## src/rtl/cal_sched_pkg.sv

```systemverilog
// Shared types and constants for the calibration command scheduler.
// Optional statistics counters in cal_scheduler are enabled by CAL_SCHED_STATS_EN.
package cal_sched_pkg;

  localparam int CAL_PAYLOAD_W = 20;
  localparam int CAL_BCAST_BIT = 19;
  localparam int CAL_WAIT_W    = 7;

  typedef struct packed {
    logic       edgeMode;
    logic [2:0] edgeDly;
    logic [5:0] edgeWidth;
    logic       auxMode;
    logic [4:0] auxDly;
  } cal_fields_t;

  typedef enum logic [1:0] {
    IDLE  = 2'd0,
    RUN   = 2'd1,
    GUARD = 2'd2
  } cal_sched_state_t;

  // Injection length: the longer of the edge path and the aux path.
  // Worst case is 7*4 + 63 + 4 = 95, so 7 bits never wrap.
  function automatic logic [CAL_WAIT_W-1:0] calWaitCycles(input cal_fields_t f);
    logic [CAL_WAIT_W-1:0] edgeTerm;
    logic [CAL_WAIT_W-1:0] auxTerm;
    edgeTerm = {2'b00, f.edgeDly, 2'b00} + {1'b0, f.edgeWidth} + 7'd4;
    auxTerm  = {2'b00, f.auxDly} + 7'd3;
    return (edgeTerm > auxTerm) ? edgeTerm : auxTerm;
  endfunction

endpackage

```

## src/rtl/cal_sched_fifo.sv

```systemverilog
// Synchronous FIFO of pending calibration field words.
// A push into a full FIFO is still accepted when a pop happens in the same cycle.
module cal_sched_fifo import cal_sched_pkg::*; #(
  parameter int DEPTH = 4
) (
  input  logic                     clk,
  input  logic                     Reset,
  input  logic                     push,
  input  logic                     pop,
  input  cal_fields_t              wrData,
  output cal_fields_t              rdData,
  output logic [$clog2(DEPTH):0]   level,
  output logic                     full,
  output logic                     empty,
  output logic                     pushDropped
);

  localparam int AW = $clog2(DEPTH);

  cal_fields_t         mem [DEPTH];
  logic [AW-1:0]       wrPtr;
  logic [AW-1:0]       rdPtr;
  logic [AW:0]         count;
  logic                doPush;
  logic                doPop;

  assign empty       = (count == '0);
  assign full        = (count == (AW+1)'(DEPTH));
  assign doPop       = pop && !empty;
  assign doPush      = push && (!full || doPop);
  assign pushDropped = push && full && !doPop;
  assign rdData      = mem[rdPtr];
  assign level       = count;

  // Storage array; no reset needed since occupancy is tracked by count.
  always_ff @(posedge clk) begin
    if (doPush && !Reset) begin
      mem[wrPtr] <= wrData;
    end
  end

  // Pointer and occupancy bookkeeping.
  always_ff @(posedge clk) begin
    if (Reset) begin
      wrPtr <= '0;
      rdPtr <= '0;
      count <= '0;
    end else begin
      if (doPush) wrPtr <= wrPtr + AW'(1);
      if (doPop)  rdPtr <= rdPtr + AW'(1);
      case ({doPush, doPop})
        2'b10:   count <= count + (AW+1)'(1);
        2'b01:   count <= count - (AW+1)'(1);
        default: count <= count;
      endcase
    end
  end

endmodule

```

## src/rtl/cal_scheduler.sv

```systemverilog
// Calibration command scheduler: filters Cal commands by chip ID, queues them
// and issues one GenCal at a time, spacing issues by injection time plus guard.
// Define CAL_SCHED_STATS_EN to add the CalIssueCnt / DropCnt statistics ports.
//
// state | meaning
// IDLE  | waiting for a queued command; issues GenCal combinationally when one is present
// RUN   | injection in progress, waitCnt counts down to 0 (waitCnt+1 cycles)
// GUARD | guard interval after injection, HOLDOFF cycles
module cal_scheduler import cal_sched_pkg::*; #(
  parameter int DEPTH   = 4,
  parameter int HOLDOFF = 8
) (
  input  logic                       clk,
  input  logic                       Reset,
  input  logic                       CalValid,
  input  logic [CAL_PAYLOAD_W-1:0]   CalPayload,
  input  logic [2:0]                 ChipIdLocal,
  output logic                       GenCal,
  output logic                       EdgeMode,
  output logic [2:0]                 EdgeDly,
  output logic [5:0]                 EdgeWidth,
  output logic                       AuxMode,
  output logic [4:0]                 AuxDly,
  output logic                       CalBusy,
  output logic [$clog2(DEPTH):0]     FifoLevel,
  output logic                       Overflow
`ifdef CAL_SCHED_STATS_EN
  ,
  output logic [15:0]                CalIssueCnt,
  output logic [7:0]                 DropCnt
`endif
);

  localparam logic [7:0] GUARD_LOAD = 8'(HOLDOFF);

  cal_sched_state_t        state;
  cal_sched_state_t        nextState;
  logic [CAL_WAIT_W-1:0]   waitCnt;
  logic [CAL_WAIT_W-1:0]   waitNext;
  logic [7:0]              guardCnt;
  logic [7:0]              guardNext;
  logic                    issue;
  logic                    accept;
  logic                    fifoEmpty;
  logic                    fifoFull;
  logic                    fifoDropped;
  cal_fields_t             fifoHead;
  cal_fields_t             heldFields;
  cal_fields_t             fieldsOut;

  assign accept = CalValid &&
                  (CalPayload[CAL_BCAST_BIT] || (CalPayload[CAL_BCAST_BIT-1 -: 3] == ChipIdLocal));

  cal_sched_fifo #(.DEPTH(DEPTH)) uFifo (
    .clk         (clk),
    .Reset       (Reset),
    .push        (accept),
    .pop         (GenCal),
    .wrData      (cal_fields_t'(CalPayload[15:0])),
    .rdData      (fifoHead),
    .level       (FifoLevel),
    .full        (fifoFull),
    .empty       (fifoEmpty),
    .pushDropped (fifoDropped)
  );

  // State and timer registers.
  always_ff @(posedge clk) begin
    if (Reset) begin
      state    <= IDLE;
      waitCnt  <= '0;
      guardCnt <= '0;
    end else begin
      state    <= nextState;
      waitCnt  <= waitNext;
      guardCnt <= guardNext;
    end
  end

  // Next-state, timer reloads and issue decision.
  always_comb begin
    nextState = state;
    waitNext  = waitCnt;
    guardNext = guardCnt;
    issue     = 1'b0;
    case (state)
      IDLE: begin
        if (!fifoEmpty) begin
          issue     = 1'b1;
          waitNext  = calWaitCycles(fifoHead);
          nextState = RUN;
        end
      end
      RUN: begin
        if (waitCnt == '0) begin
          if (HOLDOFF == 0) begin
            nextState = IDLE;
          end else begin
            guardNext = GUARD_LOAD;
            nextState = GUARD;
          end
        end else begin
          waitNext = waitCnt - 7'd1;
        end
      end
      GUARD: begin
        guardNext = guardCnt - 8'd1;
        if (guardCnt <= 8'd1) nextState = IDLE;
      end
      default: nextState = IDLE;
    endcase
  end

  // Reset in the same cycle suppresses any pending issue.
  assign GenCal  = issue && !Reset;
  assign CalBusy = (state != IDLE) || GenCal;

  // Field hold register; loads only when a command is issued.
  always_ff @(posedge clk) begin
    if (Reset) begin
      heldFields <= '0;
    end else if (GenCal) begin
      heldFields <= fifoHead;
    end
  end

  // Fields track the FIFO head in the GenCal cycle so the generator sees them with the strobe.
  assign fieldsOut = GenCal ? fifoHead : heldFields;
  assign EdgeMode  = fieldsOut.edgeMode;
  assign EdgeDly   = fieldsOut.edgeDly;
  assign EdgeWidth = fieldsOut.edgeWidth;
  assign AuxMode   = fieldsOut.auxMode;
  assign AuxDly    = fieldsOut.auxDly;

  // Sticky overflow flag.
  always_ff @(posedge clk) begin
    if (Reset) begin
      Overflow <= 1'b0;
    end else if (fifoDropped) begin
      Overflow <= 1'b1;
    end
  end

`ifdef CAL_SCHED_STATS_EN
  // Saturating issue and drop counters.
  always_ff @(posedge clk) begin
    if (Reset) begin
      CalIssueCnt <= '0;
      DropCnt     <= '0;
    end else begin
      if (GenCal && (CalIssueCnt != 16'hFFFF)) CalIssueCnt <= CalIssueCnt + 16'd1;
      if (fifoDropped && (DropCnt != 8'hFF))   DropCnt     <= DropCnt + 8'd1;
    end
  end
`endif

endmodule
```

## config.mk

```make
export PLATFORM = sky130hd
export DESIGN_NAME = cal_scheduler
export DESIGN_NICKNAME = d
export VERILOG_FILES = /design/src/rtl/cal_sched_pkg.sv /design/src/rtl/cal_sched_fifo.sv /design/src/rtl/cal_scheduler.sv
export SDC_FILE = /design/constraint.sdc
export NUM_CORES = 1
export LEC_CHECK = 0
export ABC_AREA = 1
export ABC_CLOCK_PERIOD_IN_PS = 7560
export BUFFER_PORTS_ARGS = -buffer_cell sky130_fd_sc_hd__buf_4
export CORE_UTILIZATION = 50
export DETAILED_ROUTE_END_ITERATION = 10
export HOLD_SLACK_MARGIN = 0.02
export PLACE_DENSITY = 0.8
export SLEW_MARGIN = 20
export SYNTH_ARGS = -nofsm -noshare
export SYNTH_HDL_FRONTEND = slang
export SYNTH_SLANG_ARGS = --single-unit
```

## constraint.sdc

```tcl
create_clock -name clk -period 7.56 [get_ports clk]
set_input_delay 1.134 -clock clk [delete_from_list [all_inputs] [get_ports clk]]
set_output_delay 1.134 -clock clk [all_outputs]
set_load 0.05 [all_outputs]
```

### Yosys cells after proc, flatten, opt, wreduce, memory -nomap -nowiden

Memory sizes are Yosys's and may differ from the RTL's. A register that Yosys moved wholly into a read port is not among the register bits.
Cells that the tools add are included.

| cells by class | value |
|---|---|
| add/sub/neg operators | 9 |
| order comparisons | 2 |
| equality and inequality tests | 10 |
| mux-type cells | 18 |
| reduce and logical (&&, ||, !) cells | 24 |

Operators with widths:

| kind | count |
|---|---|
| 7-bit 2-to-1 mux | 3 |
| 16-bit 2-to-1 mux | 1 |
| 8-bit case mux with 2 select lines | 1 |
| 7-bit case mux with 2 select lines | 1 |
| 2-bit 2-to-1 mux | 5 |
| 8-bit by 1-bit <= comparator with 1-bit output, second input constant | 1 |
| 8-bit 2-to-1 mux | 1 |
| 2-bit inequality test, second input constant | 4 |
| 2-bit nonzero test | 4 |
| 8-bit by 1-bit subtractor with 8-bit output, second input constant | 1 |
| 5-bit by 6-bit adder with 7-bit output | 1 |
| 7-bit by 3-bit adder with 7-bit output, second input constant | 1 |
| 7-bit by 6-bit greater-than comparator with 1-bit output | 1 |
| 1-bit logical AND | 7 |
| 7-bit logical NOT | 1 |
| 7-bit by 1-bit subtractor with 7-bit output, second input constant | 1 |
| 5-bit by 2-bit adder with 6-bit output, second input constant | 1 |
| 2-bit case mux with 3 select lines | 1 |
| 3-bit case mux with 2 select lines | 1 |
| 3-bit AND reduction | 2 |
| 2-bit by 1-bit adder with 2-bit output, second input constant | 2 |
| 2-bit by 1-bit == test with 1-bit output, second input constant | 2 |
| 2-bit == test, second input constant | 2 |
| 1-bit logical NOT | 4 |
| other kinds (9) | 14 |

| storage, ports and cells | value |
|---|---|
| flip-flop bits (word level) | 41 |
| bits in writable memories | 64 |
| output and inout port bits | 22 |
| logic and storage cells | 76 |
| memories kept | 1 |

Memory list:

| name | depth | width | rd ports | clocked after memory_dff | wr ports | RTL line | source |
|---|---|---|---|---|---|---|---|
| uFifo.mem | 4 | 16 | 1 | 1 | 1 | cal_sched_fifo.sv:20 | `cal_fields_t mem [DEPTH];` |

### Logic depth before layout (Yosys ltp)

| logic depth | value |
|---|---|
| depth in word-level cells | 10 |
| mapped depth | 23 |
| gate-level depth less buffers | 21 |

### Cells and area by module

A second synthesis with hierarchy kept.

| unflattened totals | value |
|---|---|
| cell total of the unflattened synthesis | 541 |
| area, all modules | 5156.2 um^2 |

By module, submodules not included:

| module | times used | cells an instance | area each (um^2) |
|---|---|---|---|
| cal_sched_fifo | 1 | 222 | 2891.5 |
| cal_scheduler | 1 | 319 | 2264.7 |

### Worst setup path before layout

Ideal clock, no wire load.

| path | value |
|---|---|
| path type | input port to output port |
| start | in Reset |
| end | out AuxDly[4] |
| data arrival time | 2601 ps |
| required time | 6426 ps |
| setup slack | 3825 ps |
| stages | 5 |
| cells stage by stage | clkbuf_1 > nor2_4 > buf_2 > buf_2 > a21oi_1 |

| on the way | value |
|---|---|
| longest elaborated chain between the ends | 3 |

RTL lines:

| what | RTL line | source |
|---|---|---|
| from (decl) | cal_scheduler.sv:14 | `input logic Reset,` |
| 1-bit logical NOT | cal_scheduler.sv:115 | `assign GenCal = issue && !Reset;` |
| 1-bit logical AND | cal_scheduler.sv:115 |  |
| 16-bit 2-to-1 mux | - |  |
| to (decl) | cal_scheduler.sv:23 | `output logic [4:0] AuxDly,` |

Every way passes these cells.

==> flow_metrics.env <==
export IMPL_outcome="finished, final reports clean"
export IMPL_timing_critical_path_fanout_max=21
export IMPL_dp_final_hpwl_um=7200
export IMPL_clk_latency_ns=0.38
export IMPL_tns_ns=0
export IMPL_ys_seq_elements=107
export IMPL_area_growth_synth_to_final_pct=12.3
export IMPL_route_detailed_wl_per_inst_um=14.6
export IMPL_floorplan_die_area_um2=10600
export IMPL_deepest_clock_path_buffer_count=2
export IMPL_clkSlewWorstSetupHoldPaths_ns=0.10
export IMPL_nets=620
export IMPL_critical_path_startpoint_type="flop"
export IMPL_timing_hold_worst_start="guardCnt[6]"
export IMPL_critPathKind="flop to flop"
export IMPL_io_buffer_count=47
export IMPL_critPathMaxStageDelay_ns=0.58
export IMPL_skew_ns=0.0129
export IMPL_min_delay_path_depth=2
export IMPL_place_ws_ns=3.48
export IMPL_start_util_pct=52.1
export IMPL_power_density_over_cell_area_nw_per_um2=424
export IMPL_cts_post_setup_buffers_inserted=0
export IMPL_global_route_peak_usage_layer="met2"
export IMPL_global_route_usage_total_pct=20.2
export IMPL_timing_critical_path_arrival_ns=4.39
export IMPL_clkPwrFrac_pct=15.4
export IMPL_final_setup_viol_count=0
export IMPL_met3_usage_pct=4.07
export IMPL_placed_cell_area_um2=5520
export IMPL_firstDrtPassIters=5
export IMPL_unrepaired_setup_endpoints_after_global_routing="no"
export IMPL_cts_hold_buffers=0
export IMPL_post_synth_most_frequent_cells="80 x sky130_fd_sc_hd__nand2_1, 64 x sky130_fd_sc_hd__edfxtp_1, 63 x sky130_fd_sc_hd__inv_1"
export IMPL_synthArstFlopShare_pct=0
export IMPL_cts_htree_levels=3
export IMPL_cts_buffers_inserted=9
export IMPL_vias=3784
export IMPL_timing_critical_path_buf_inv=2
export IMPL_timing_hold_violations_final=0
export IMPL_grt_util_met2_pct=35.5
export IMPL_grt_antenna_before_repair=0
export IMPL_post_synth_inst_count=529
export IMPL_detail_route_drc_violations=0
export IMPL_max_cap_violations=0
export IMPL_timing_final_ws_setup_ns=3.45
export IMPL_antennaDiodeCount=0
export IMPL_timing_fmax_mhz=243
export IMPL_grt_ovfl_total=0
export IMPL_power_frac_comb_pct=54.5
export IMPL_static_leakage_power_nw=2.38
export IMPL_detail_route_vias_per_cell=5.34
export IMPL_post_synth_top_count_cell="sky130_fd_sc_hd__nand2_1"
export IMPL_max_slew_margin_pct=36.2
export IMPL_power_share_sequential_pct=30.1
export IMPL_synth_area_leaders="sky130_fd_sc_hd__edfxtp_1 38%, sky130_fd_sc_hd__dfxtp_1 17%, sky130_fd_sc_hd__nand2_1 5.9%, sky130_fd_sc_hd__ha_1 5.4%, sky130_fd_sc_hd__inv_1 4.6%"
export IMPL_number_of_flops_mapped_to_enable_cells_by_yosys=64
export IMPL_fin_crit_ns=4.11
export IMPL_grt_pass1_vias=3518
export IMPL_number_of_distinct_library_cells_after_synthesis=46
export IMPL_worst_path_slowest_cell="sky130_fd_sc_hd__inv_1"
export IMPL_worst_reg2reg_path_length_in_cells=17
export IMPL_clockRootBuffer="sky130_fd_sc_hd__clkbuf_8"
export IMPL_initialDrtViolationCount=163
export IMPL_cts_tree="built"
export IMPL_power_mw=2.43
export IMPL_worst_hold_path_type="flop to flop"
export IMPL_die_w_um=103
export IMPL_syn_area_um2=5110
export IMPL_synthesis_nets=579
export IMPL_crit_chain="inv_1, o21ai_0, o22ai_1, ha_1, ha_1, fa_1, xor2_1, ha_1, and3_1, nand2_1, nand2_1, a21oi_1, nand2_1, nand3_1, nand3_1, nand2_1, inv_1"
export IMPL_ant_nets=0
export IMPL_postSynthAreaPerCell_um2=9.66
export IMPL_drive_gt1_share_pct=18.8
export IMPL_critical_path_top_cell_by_count="sky130_fd_sc_hd__nand2_1"
export IMPL_routed_wire_length_um=10300
export IMPL_grt_start_max_net_pins=35
export IMPL_critical_path_top_delay_family="adder cells"
export IMPL_grt_met1_usage_pct=23.9
export IMPL_ys_warn_count=0
export IMPL_ioPinCount=48
export IMPL_area_fraction_of_the_dominant_cell_type_after_synthesis_pct=37.6
export IMPL_place_congestion=0.870
export IMPL_final_area_um2=5740
export IMPL_maxSlewViolCount=0
export IMPL_cts_sinks=107
export IMPL_fp_dieH_um=103
export IMPL_worst_tran_pin_value_ns=0.955
export IMPL_cell_taking_the_most_area_after_synthesis="sky130_fd_sc_hd__edfxtp_1"
export IMPL_placement_rows=36
export IMPL_synth_yosys_seq_area_share_pct=54.4
export IMPL_period_share_pct=54.4
export IMPL_synth_ff_type="sky130_fd_sc_hd__edfxtp_1"
export IMPL_ir_drop_mv=0.212
export IMPL_fp_coreArea_um2=9820
export IMPL_p_switching_mw=1.14
export IMPL_p_sw_share_pct=47.0
export IMPL_worstSetupEndpointType="flop"
export IMPL_cp_data_required_time_ns=7.84
export IMPL_cts_resized_gates=0
export IMPL_timing_critical_path_depth=17
export IMPL_power_report_internal_total_mw=1.29
export IMPL_grt_pass1_wl_um=16000
[layout make-up]
class                      instances  area (um^2)
fill                             836         4080
sequential                       107         2780
multi-input combinational        338         1960
timing repair buffer              48          360
inverter                          66          250
tap                              133          166
clock buffer                       9          124
clock inverter                     7         95.1
[power by group through the flow]
| stage | Clock [mW] | Combinational, mW | Sequential, mW |
|---|---|---|---|
| floorplan | 0 | 1.01 | 0.755 |
| global placement | 0 | 1.27 | 0.741 |
| detailed placement | 0 | 1.31 | 0.744 |
| CTS | 0.381 | 1.32 | 0.731 |
| global route | 0.401 | 1.47 | 0.738 |
| finish | 0.375 | 1.32 | 0.731 |
[logic make-up (layout without fill, tap and decap cells)]
| family | Yosys count | count (layout) | synth area share (%) |
|---|---|---|---|
| simple gates | 196 | 196 | 18.0 |
| compound gates | 112 | 112 | 13.0 |
| xor+xnor | 6 | 6 | 1.03 |
| fa+ha+maj | 24 | 24 | 6.17 |
| buf+inv | 84 | 130 | 7.42 |
| flops | 107 | 107 | 54.4 |
[through the flow]
stage	utilization, %	cells	hold WS [ns]
global route	58.4	708	0.501
CTS	58.4	708	0.474
finish	58.4	708	0.470
global placement	56.2	692	0.444
floorplan	-	529	0.434
detailed placement	56.2	692	0.457
[worst register-to-register path, cell delays in order, from the launching register on]
cell and delay [ns]:
sky130_fd_sc_hd__dfxtp_1 0.47, sky130_fd_sc_hd__inv_1 0.59, sky130_fd_sc_hd__o21ai_0 0.21, sky130_fd_sc_hd__o22ai_1 0.29, sky130_fd_sc_hd__ha_1 0.29, sky130_fd_sc_hd__ha_1 0.22, sky130_fd_sc_hd__fa_1 0.39, sky130_fd_sc_hd__xor2_1 0.18
sky130_fd_sc_hd__ha_1 0.31, sky130_fd_sc_hd__and3_1 0.20, sky130_fd_sc_hd__nand2_1 0.07, sky130_fd_sc_hd__nand2_1 0.06, sky130_fd_sc_hd__a21oi_1 0.38, sky130_fd_sc_hd__nand2_1 0.09, sky130_fd_sc_hd__nand3_1 0.09, sky130_fd_sc_hd__nand3_1 0.07
sky130_fd_sc_hd__nand2_1 0.07, sky130_fd_sc_hd__inv_1 0.04
[layout by cell type, fill, tap and decap left out, types with 5 or more instances in the layout]
master / netlist / layout
sky130_fd_sc_hd__nand2_1: 80 / 80
sky130_fd_sc_hd__edfxtp_1: 64 / 64
sky130_fd_sc_hd__inv_1: 63 / 63
sky130_fd_sc_hd__buf_4: 4 / 48
sky130_fd_sc_hd__nor2_1: 51 / 47
sky130_fd_sc_hd__dfxtp_1: 43 / 43
sky130_fd_sc_hd__a21oi_1: 37 / 37
sky130_fd_sc_hd__o21ai_0: 31 / 31
sky130_fd_sc_hd__ha_1: 22 / 22
sky130_fd_sc_hd__nand3_1: 18 / 18
sky130_fd_sc_hd__o21ai_1: 9 / 9
sky130_fd_sc_hd__clkbuf_8: 0 / 9
sky130_fd_sc_hd__o22ai_1: 8 / 8
sky130_fd_sc_hd__nand2_2: 7 / 7
sky130_fd_sc_hd__or2_2: 7 / 7
sky130_fd_sc_hd__nor2_2: 3 / 7
sky130_fd_sc_hd__o21ai_2: 6 / 6
sky130_fd_sc_hd__nand4_1: 5 / 5
sky130_fd_sc_hd__a211oi_1: 5 / 5
[path summary, 6_finish.rpt]
check,end,slack (ns)
max,waitCnt[2],3.45
min,guardCnt[6],0.47
max reg2reg,waitCnt[2],3.45
min reg2reg,guardCnt[6],0.47
[per-layer routing]
layer,vias up,part of all wire [%]
li1,1867,-
met1,1790,43
met2,104,51
met3,23,4.4
met4,0,2.0
met5,-,0
[sequential cells by signal (all words and copies together), names as in the netlist, named ones only]
name	count
uFifo.rdPtr	2
Overflow	1
guardCnt	8
uFifo.wrPtr	2
waitCnt	7
uFifo.mem	64
uFifo.level	3
state	2
heldFields	16
(Power assumes the default switching activity.)
